$ cat config.mk
export PLATFORM = sky130hd
export DESIGN_NAME = ccff_loader_flat
export DESIGN_NICKNAME = d
export VERILOG_FILES = /design/src/rtl/ccff_pkg.sv /design/src/rtl/ccff_loader_if.sv /design/src/rtl/ccff_serdes.sv /design/src/rtl/ccff_loader.sv /design/src/flat_wrapper.sv
export SDC_FILE = /design/constraint.sdc
export NUM_CORES = 1
export LEC_CHECK = 0
export ABC_CLOCK_PERIOD_IN_PS = 1750
export CELL_PAD_IN_SITES_DETAIL_PLACEMENT = 0
export CELL_PAD_IN_SITES_GLOBAL_PLACEMENT = 1
export CORE_MARGIN = 5
export CORE_UTILIZATION = 36
export CTS_BUF_LIST = sky130_fd_sc_hd__clkbuf_16
export DETAILED_ROUTE_END_ITERATION = 8
export PLACE_DENSITY = 0.79
export SYNTH_ARGS = -nofsm -noshare
export SYNTH_HDL_FRONTEND = slang
export SYNTH_SLANG_ARGS = --single-unit
$ cat constraint.sdc
create_clock -name prog_clk -period 1.75 [get_ports prog_clk]
set_clock_uncertainty 0.2 [all_clocks]
set_input_delay 0.175 -clock prog_clk [delete_from_list [all_inputs] [get_ports prog_clk]]
set_output_delay 0.175 -clock prog_clk [all_outputs]
set_load 0.1 [all_outputs]
$ cat src/rtl/ccff_pkg.sv
// Shared definitions for the configuration-chain loader: FSM states and fabric defaults.
// Pure declarations; no timing or flow-control behaviour of its own.
package ccff_pkg;

  localparam int CCFF_CHAIN_LEN = 64;
  localparam int CCFF_WORD_W    = 8;

  typedef enum logic [2:0] {
    ST_IDLE,
    ST_FETCH,
    ST_SHIFT,
    ST_EMIT,
    ST_DONE
  } ccff_state_t;

  // Index width that stays legal for a single-bit word.
  function automatic int idx_w(input int n);
    return (n > 1) ? $clog2(n) : 1;
  endfunction

endpackage

$ cat src/rtl/ccff_loader_if.sv
// Host-side bitstream/readback handshakes plus the serial chain pins of the loader.
// master = bitstream source, readback sink and chain model; slave = ccff_loader.
interface ccff_loader_if import ccff_pkg::*; #(
  parameter int WORD_W = CCFF_WORD_W
) ();

  logic              start;
  logic              in_valid;
  logic [WORD_W-1:0] in_data;
  logic              in_ready;
  logic              out_valid;
  logic [WORD_W-1:0] out_data;
  logic              out_ready;
  logic              ccff_head;
  logic              ccff_shift_en;
  logic              ccff_tail;
  logic              busy;
  logic              done;

  modport master (
    output start, in_valid, in_data, out_ready, ccff_tail,
    input  in_ready, out_valid, out_data, ccff_head, ccff_shift_en, busy, done
  );

  modport slave (
    input  start, in_valid, in_data, out_ready, ccff_tail,
    output in_ready, out_valid, out_data, ccff_head, ccff_shift_en, busy, done
  );

endinterface

$ cat src/rtl/ccff_serdes.sv
// Word shift-out register with parallel load, paired with an indexed shift-in capture register.
// Single-cycle: load or shift takes effect on the next prog_clk edge; no flow control of its own.
module ccff_serdes #(
  parameter int WORD_W = 8,
  parameter int IW     = 3
) (
  input  logic              prog_clk,
  input  logic              reset,
  input  logic              load_i,
  input  logic [WORD_W-1:0] load_dat_i,
  input  logic              shift_i,
  input  logic              tail_i,
  input  logic [IW-1:0]     cap_idx_i,
  output logic              head_o,
  output logic [WORD_W-1:0] cap_dat_o
);

  logic [WORD_W-1:0] sreg_q;
  logic [WORD_W-1:0] cap_q;

  // Capture is cleared on load so unshifted bits of a short last word read back as zero.
  always_ff @(posedge prog_clk or negedge reset) begin
    if (!reset) begin
      sreg_q <= '0;
      cap_q  <= '0;
    end else if (load_i) begin
      sreg_q <= load_dat_i;
      cap_q  <= '0;
    end else if (shift_i) begin
      sreg_q           <= sreg_q >> 1;
      cap_q[cap_idx_i] <= tail_i;
    end
  end

  assign head_o    = sreg_q[0];
  assign cap_dat_o = cap_q;

endmodule

$ cat src/rtl/ccff_loader.sv
// Serializes bitstream words onto the config chain and returns the tail bits as readback words.
// Per word: 1 fetch + up to WORD_W shift + 1 emit cycles; stalls on in_valid/out_ready freeze the chain.
module ccff_loader import ccff_pkg::*; #(
  parameter int CHAIN_LEN = CCFF_CHAIN_LEN,
  parameter int WORD_W    = CCFF_WORD_W
) (
  input  logic          prog_clk,
  input  logic          reset,
  ccff_loader_if.slave  bus
);

  localparam int CW = $clog2(CHAIN_LEN + 1);
  localparam int IW = idx_w(WORD_W);
  localparam logic [CW-1:0] CNT_FULL = CW'(CHAIN_LEN);
  localparam logic [CW-1:0] CNT_LAST = CW'(CHAIN_LEN - 1);
  localparam logic [IW-1:0] IDX_LAST = IW'(WORD_W - 1);

  ccff_state_t       state_q;
  logic [CW-1:0]     bit_cnt_q;
  logic [IW-1:0]     idx_q;
  logic              shift_en_q;
  logic              out_valid_q;
  logic              busy_q;
  logic              done_q;

  logic              load;
  logic              shift;
  logic              last_bit;
  logic              head;
  logic [WORD_W-1:0] cap_dat;

  assign load     = (state_q == ST_FETCH) && bus.in_valid;
  assign shift    = (state_q == ST_SHIFT);
  // A word ends on a full word or on the final chain bit, whichever comes first.
  assign last_bit = (idx_q == IDX_LAST) || (bit_cnt_q == CNT_LAST);

  always_ff @(posedge prog_clk or negedge reset) begin
    if (!reset) begin
      state_q     <= ST_IDLE;
      bit_cnt_q   <= '0;
      idx_q       <= '0;
      shift_en_q  <= 1'b0;
      out_valid_q <= 1'b0;
      busy_q      <= 1'b0;
      done_q      <= 1'b0;
    end else begin
      case (state_q)
        ST_IDLE: begin
          if (bus.start) begin
            state_q   <= ST_FETCH;
            busy_q    <= 1'b1;
            bit_cnt_q <= '0;
          end
        end
        ST_FETCH: begin
          if (bus.in_valid) begin
            state_q    <= ST_SHIFT;
            shift_en_q <= 1'b1;
            idx_q      <= '0;
          end
        end
        ST_SHIFT: begin
          bit_cnt_q <= bit_cnt_q + 1'b1;
          idx_q     <= idx_q + 1'b1;
          if (last_bit) begin
            state_q     <= ST_EMIT;
            shift_en_q  <= 1'b0;
            out_valid_q <= 1'b1;
          end
        end
        ST_EMIT: begin
          if (bus.out_ready) begin
            out_valid_q <= 1'b0;
            if (bit_cnt_q == CNT_FULL) begin
              state_q <= ST_DONE;
              done_q  <= 1'b1;
            end else begin
              state_q <= ST_FETCH;
            end
          end
        end
        ST_DONE: begin
          state_q <= ST_IDLE;
          done_q  <= 1'b0;
          busy_q  <= 1'b0;
        end
        default: state_q <= ST_IDLE;
      endcase
    end
  end

  ccff_serdes #(
    .WORD_W (WORD_W),
    .IW     (IW)
  ) u_serdes (
    .prog_clk   (prog_clk),
    .reset      (reset),
    .load_i     (load),
    .load_dat_i (bus.in_data),
    .shift_i    (shift),
    .tail_i     (bus.ccff_tail),
    .cap_idx_i  (idx_q),
    .head_o     (head),
    .cap_dat_o  (cap_dat)
  );

  assign bus.in_ready      = (state_q == ST_FETCH);
  assign bus.out_valid     = out_valid_q;
  assign bus.out_data      = cap_dat;
  assign bus.ccff_head     = head;
  assign bus.ccff_shift_en = shift_en_q;
  assign bus.busy          = busy_q;
  assign bus.done          = done_q;

endmodule

$ cat src/flat_wrapper.sv
// flat-port wrapper written by rule: the top's interface ports become plain ports
module ccff_loader_flat import ccff_pkg::*;
#(
  parameter int CHAIN_LEN = CCFF_CHAIN_LEN,
  parameter int WORD_W    = CCFF_WORD_W
)
  (prog_clk, reset, bus_start, bus_in_valid, bus_in_data, bus_out_ready, bus_ccff_tail, bus_in_ready, bus_out_valid, bus_out_data, bus_ccff_head, bus_ccff_shift_en, bus_busy, bus_done);
  ccff_loader_if #(.WORD_W(WORD_W)) bus_i ();
  input  logic prog_clk;
  input  logic reset;
  input wire logic [$bits(bus_i.start)-1:0] bus_start;
  input wire logic [$bits(bus_i.in_valid)-1:0] bus_in_valid;
  input wire logic [$bits(bus_i.in_data)-1:0] bus_in_data;
  input wire logic [$bits(bus_i.out_ready)-1:0] bus_out_ready;
  input wire logic [$bits(bus_i.ccff_tail)-1:0] bus_ccff_tail;
  output wire logic [$bits(bus_i.in_ready)-1:0] bus_in_ready;
  output wire logic [$bits(bus_i.out_valid)-1:0] bus_out_valid;
  output wire logic [$bits(bus_i.out_data)-1:0] bus_out_data;
  output wire logic [$bits(bus_i.ccff_head)-1:0] bus_ccff_head;
  output wire logic [$bits(bus_i.ccff_shift_en)-1:0] bus_ccff_shift_en;
  output wire logic [$bits(bus_i.busy)-1:0] bus_busy;
  output wire logic [$bits(bus_i.done)-1:0] bus_done;
  assign bus_i.start = bus_start;
  assign bus_i.in_valid = bus_in_valid;
  assign bus_i.in_data = bus_in_data;
  assign bus_i.out_ready = bus_out_ready;
  assign bus_i.ccff_tail = bus_ccff_tail;
  assign bus_in_ready = bus_i.in_ready;
  assign bus_out_valid = bus_i.out_valid;
  assign bus_out_data = bus_i.out_data;
  assign bus_ccff_head = bus_i.ccff_head;
  assign bus_ccff_shift_en = bus_i.ccff_shift_en;
  assign bus_busy = bus_i.busy;
  assign bus_done = bus_i.done;
  ccff_loader #(.CHAIN_LEN(CHAIN_LEN), .WORD_W(WORD_W)) u_core (.prog_clk(prog_clk), .reset(reset), .bus(bus_i));
endmodule
# Yosys cells after proc, flatten, opt, wreduce, memory -nomap -nowiden
# Cells that the tools add are included.
[totals]
input_bits = 14
reg_bits = 33
output_inout_bits = 14
[classes]
n_addsub = 2
mux = 28
magnitude_cmp = 2
eq_ne = 12
reduce_logical = 17
[ops]
columns = ["op", "count"]
rows = [
  ["2-to-1 mux 8 bit", 4],
  ["2-to-1 mux 3 bit", 6],
  ["one-hot mux 7 bit (2 select lines)", 1],
  ["one-hot mux 3 bit (4 select lines)", 1],
  ["nonzero test 2 bit", 6],
  ["AND reduction 3 bit", 3],
  ["bitwise mux 8 bit", 1],
  ["2-to-1 mux 1 bit", 8],
  ["inequality test 2 bit (second input constant)", 4],
  ["one-hot mux 1 bit (2 select lines)", 4],
  ["adder 7 x 1 -> 7 bit (second input constant)", 1],
  ["== test 7 x 6 -> 1 bit (second input constant)", 1],
  ["== test 7 bit (second input constant)", 1],
  ["2-to-1 mux 7 bit", 1],
  ["== test 3 x 2 -> 1 bit (second input constant)", 2],
  ["== test 3 bit (second input constant)", 2],
  ["one-hot mux 3 bit (2 select lines)", 1],
  ["AND reduction 2 bit", 3],
  ["less-than comparator 3 x 4 -> 1 bit (second input constant)", 1],
  ["AND reduction 4 bit", 1],
  ["adder 3 x 1 -> 3 bit (second input constant)", 1],
  ["demux 1 bit (select 3 bit)", 1],
  ["== test 3 x 1 -> 1 bit (second input constant)", 1],
  [">= comparator 3 x 1 -> 1 bit (second input constant)", 1],
  ["4 further kinds", 5],
]

# Logic depth before layout (Yosys ltp)
[depth]
word_depth = 7
mapped_depth = 5
ltp_nobuf = 5

# Modules after synthesis
# From an unflattened synthesis, not the netlist that was laid out.
[unflattened]
cells_unflattened = 156
area_unflattened_um2 = 1682.9
[modules_own_cells]
columns = ["mod", "seq_area_each_um2", "instances", "cells_each", "area_each_um2"]
rows = [
  ["ccff_loader", 425.4, 1, 88, 889.6],
  ["ccff_serdes", 400.4, 1, 68, 793.3],
]

# Worst setup path before layout
# Ideal clock, no wire load.
[synth_timing]
path_type = "reg2out"
from = "register u_core.state_q[0]"
to = "output bus_in_ready"
t_arrival_ns = 2.824
path_stages_with_launch = 4
path_slack_ns = -1.449
cell_sequence = "dfrtp_1 clkbuf_1 inv_2 nor3_1"
[synth_between]
elab_chain_cells = 1
[synth_rtl]
columns = ["item", "line_no", "source"]
rows = [
  ["start, declared", "ccff_loader.sv:18", "ccff_state_t state_q;"],
  ["start signal, assigned", "ccff_loader.sv:39", "state_q <= ST_IDLE;"],
  ["start signal, assigned", "ccff_loader.sv:50", "state_q <= ST_FETCH;"],
  ["start signal, assigned", "ccff_loader.sv:57", "state_q <= ST_SHIFT;"],
  ["== test 3 x 1 -> 1 bit", "ccff_loader.sv:107", "assign bus.in_ready = (state_q == ST_FETCH);"],
  ["end, declared", "flat_wrapper.sv:16", "output wire logic [$bits(bus_i.in_ready)-1:0] bus_in_ready;"],
]
# No other way between the ends.

# Worst setup path after layout
[layout_timing]
from = "register u_core.state_q[1]"
to = "register u_core.bit_cnt_q[3]"
[layout_between]
elab_chain_cells = 3
elab_cells_between_ends = 6
cone_classes = "eq/ne: 2; mux: 1; reduce/logical: 3"
[layout_rtl]
columns = ["item", "line_no", "source"]
rows = [
  ["== test 3 x 2 -> 1 bit / logical NOT 3 bit (equally long branches)", "ccff_loader.sv:47", "case (state_q)"],
  ["nonzero test 2 bit (no source line) / inequality test 2 bit (equally long branches)", "n/a", ""],
  ["AND reduction 2 bit (no source line)", "n/a", ""],
  ["end signal, assigned", "ccff_loader.sv:63", "bit_cnt_q <= bit_cnt_q + 1'b1;"],
  ["end, declared", "ccff_loader.sv:19", "logic [CW-1:0] bit_cnt_q;"],
]
# Parallel ways exist; a longest one is shown, timed or not.
# A chain may end at the register's enable or synchronous reset.

==> flow_summary.toml <==
[sta]
setup_viol = 0
worst_pin_slew_ps = 499
rsz0062_at_grt = "no"
finalCritPeriodShare = 0.955
hold_viol = 0
slew_headroom = 0.659
setup_ws_ps = 78.7
max_freq_ghz = 0.598
slew_violations = 0
hold_ws_ps = 114
fin_crit_ps = 1670

[final_layout]
n_fill_cell = 394
nNetsFinal = 225
antenna_cells = 0
final_common_cell = "dfrtp_1"
final_layout_size_suffix_gt1_frac = 0.173
layout_common_cells = "dfrtp_1, nand2_1, buf_12, clkdlybuf4s50_1, nand3_1"
areaGrowthSynthToFinish_pct = 41.1
fin_area_mm2 = 0.00231
final-instance-count-excl-fill = 260

[logic_synthesis]
syn-cell-area_mm2 = 0.00164
synth_top_family_by_area = "simple AND/OR/NAND/NOR gates"
synth-edff-count = 0
synth_compound_area_frac = 0.148
yosys.area_share.simple = 0.230
ys_seq_area_frac = 0.503
syn_inst = 173
synth-seq-cells = 33
synth_cell_type_count = 38
synthMuxAreaShare = 0.0366
synth.avg_cell_area_um2 = 9.48
synth_warnings = 0
syn_nets = 191
ys.flop_type = "dfrtp_1"
synth_xor_area_frac = 0.00534
synth_fa_ha_area_frac = 0.0305
synthArstFlopShare = 1.00

[global_routing]
grt_usage = 0.138
grt_antenna_before_repair = 0
grt_pass1_wl_mm = 6.84
grt_pass1_vias = 1468
grt.overflow.total = 0
grt_max_degree = 34

[clocking]
clk_latency_ps = 270
clock-sinks = 33
cts_root_buf = "clkbuf_16"
numCtsBuffers = 5
clk_pin_slew_ps = 50
h-tree-depth = 2
cts_setup_buffers = 0
cts_buffer_depth = 2
cts_tree = "built"

[pwr]
ir_worst_vdd_mv = 0.852
leakage_nw = 0.990
cellPowerDensity_mw_per_mm2 = 1790
finalPower_mw = 4.15

[setup_path]
cp_data_required_time_ps = 1670
critical_path_class = "flip-flop to flip-flop"
crit_fanout = 15
crit_path_start_kind = "flip-flop"
arrival_ps = 1600
end_kind = "flip-flop"
reg2reg_slack_ps = 80
r2r_cells = 4

[route]
drc = 0
viasPerCell = 5.45
drtIter0Drc = 121
wl_per_cell_um = 14.5
num_vias = 1417
drtPass1Iterations = 4
drtAntennaViolNets = 0
wirelength_mm = 3.77

[die]
start_util = 0.374
die_h_um = 77.5
rows = 24
io_pins = 28
core_mm2 = 0.00438
fp.dieArea_mm2 = 0.00601
die_x_um = 77.5

[placement]
dpl_cell_area_mm2 = 0.00217
dp_hpwl_mm = 2.75
placed_cells = 252
place.gp.congestion = 0.794
preCtsSetupSlack_ps = -7.17
io_buffers = 27

[run]
max_cap_viol_count = 0

[min_path]
hp-class = "input port to async pin"

[status]
status = "finished clean"
flip-flops by register name (all words and copies together), names as in the netlist:
| name | count |
|---|---|
| u_core.bit_cnt_q | 7 |
| u_core.bus.busy | 1 |
| u_core.bus.ccff_shift_en | 1 |
| u_core.bus.done | 1 |
| u_core.bus.out_valid | 1 |
| u_core.idx_q | 3 |
| u_core.state_q | 3 |
| u_core.u_serdes.cap_dat_o | 8 |
| u_core.u_serdes.sreg_q | 8 |
layout make-up:
| cell class | instances | area, um^2 | area share |
|---|---|---|---|
| Clock buffer | 5 | 125 | 0.0541 |
| Clock inverter | 3 | 12.5 | 0.00541 |
| Inverter | 11 | 41.3 | 0.0178 |
| Multi-Input combinational cell | 120 | 754 | 0.326 |
| Sequential cell | 33 | 826 | 0.357 |
| Tap cell | 52 | 65.1 | 0.0281 |
| Timing Repair Buffer | 36 | 490 | 0.212 |
cells in the mapped netlist (2+ instances only):
cell | number | share of area
mux2i_1 | 6 | 0.037
a31oi_1 | 7 | 0.027
nand2_1 | 32 | 0.073
a22oi_1 | 2 | 0.0092
nand4bb_1 | 4 | 0.027
nor3_1 | 4 | 0.012
nor2_1 | 8 | 0.018
nand3_1 | 11 | 0.034
a2111oi_0 | 2 | 0.011
ha_1 | 4 | 0.031
o31ai_1 | 5 | 0.023
inv_1 | 8 | 0.018
inv_2 | 3 | 0.0069
o21ai_1 | 5 | 0.015
o21ai_0 | 3 | 0.0092
a21oi_1 | 2 | 0.0061
o211ai_1 | 5 | 0.023
clkbuf_1 | 7 | 0.016
nor2b_1 | 2 | 0.0076
nand2b_1 | 3 | 0.011
dfrtp_1 | 33 | 0.50
critical path, cell delays in order (launching register included):
cell       delay [ps]
dfrtp_1           360
buf_4             220
nor2_1            100
a2111oi_0         500
o21ai_0           150
kinds of logic after synthesis:
group                    count (synthesis)
multiplexers                             6
flip-flops                              33
AND/OR/NAND/NOR                         73
AO/OA/AOI/OAI                           36
XOR/XNOR                                 1
buffers and inverters                   20
adder cells (fa/ha/maj)                  4
final timing paths:
check,start,endpoint
hold reg to reg,u_core.u_serdes.sreg_q[1],u_core.u_serdes.sreg_q[0]
setup / recovery,u_core.state_q[1],u_core.bit_cnt_q[3]
setup reg to reg,u_core.state_q[1],u_core.bit_cnt_q[3]
max in group asynchronous,reset,u_core.u_serdes.sreg_q[5]
min in group prog_clk,bus_in_data[7],u_core.u_serdes.sreg_q[7]
hold / removal,reset,u_core.bit_cnt_q[2]
what timing repair did:
item | CTS | global route
hold buffers | 0 | 0
setup endpoints to repair | 0 | 1
resized for setup | 0 | 1
metrics by stage:
step,setup TNS (ps),utilization
global placement,0,0.495
finish,0,0.528
detailed placement,-7.17,0.495
floorplan,-33.7,-
global route,0,0.528
CTS,0,0.527
routing by layer:
| metal | GRT usage | vias up | wire (um) |
|---|---|---|---|
| li1 | - | 687 | - |
| met5 | 0 | - | 0 |
| met3 | 0.0394 | 4 | 166 |
| met4 | 0.0447 | 0 | 38 |
| met1 | 0.170 | 690 | 1640 |
| met2 | 0.231 | 36 | 1930 |
power breakdown:
group / total (mW) / switching (mW) / leakage (nW) / internal [mW]
registers: 1.23 / 0.226 / 0.418 / 1.01
logic: 2.12 / 1.32 / 0.503 / 0.802
clock network: 0.803 / 0.290 / 0.0687 / 0.513
total: 4.15 / 1.83 / 0.990 / 2.32
(Power assumes the default switching activity.)
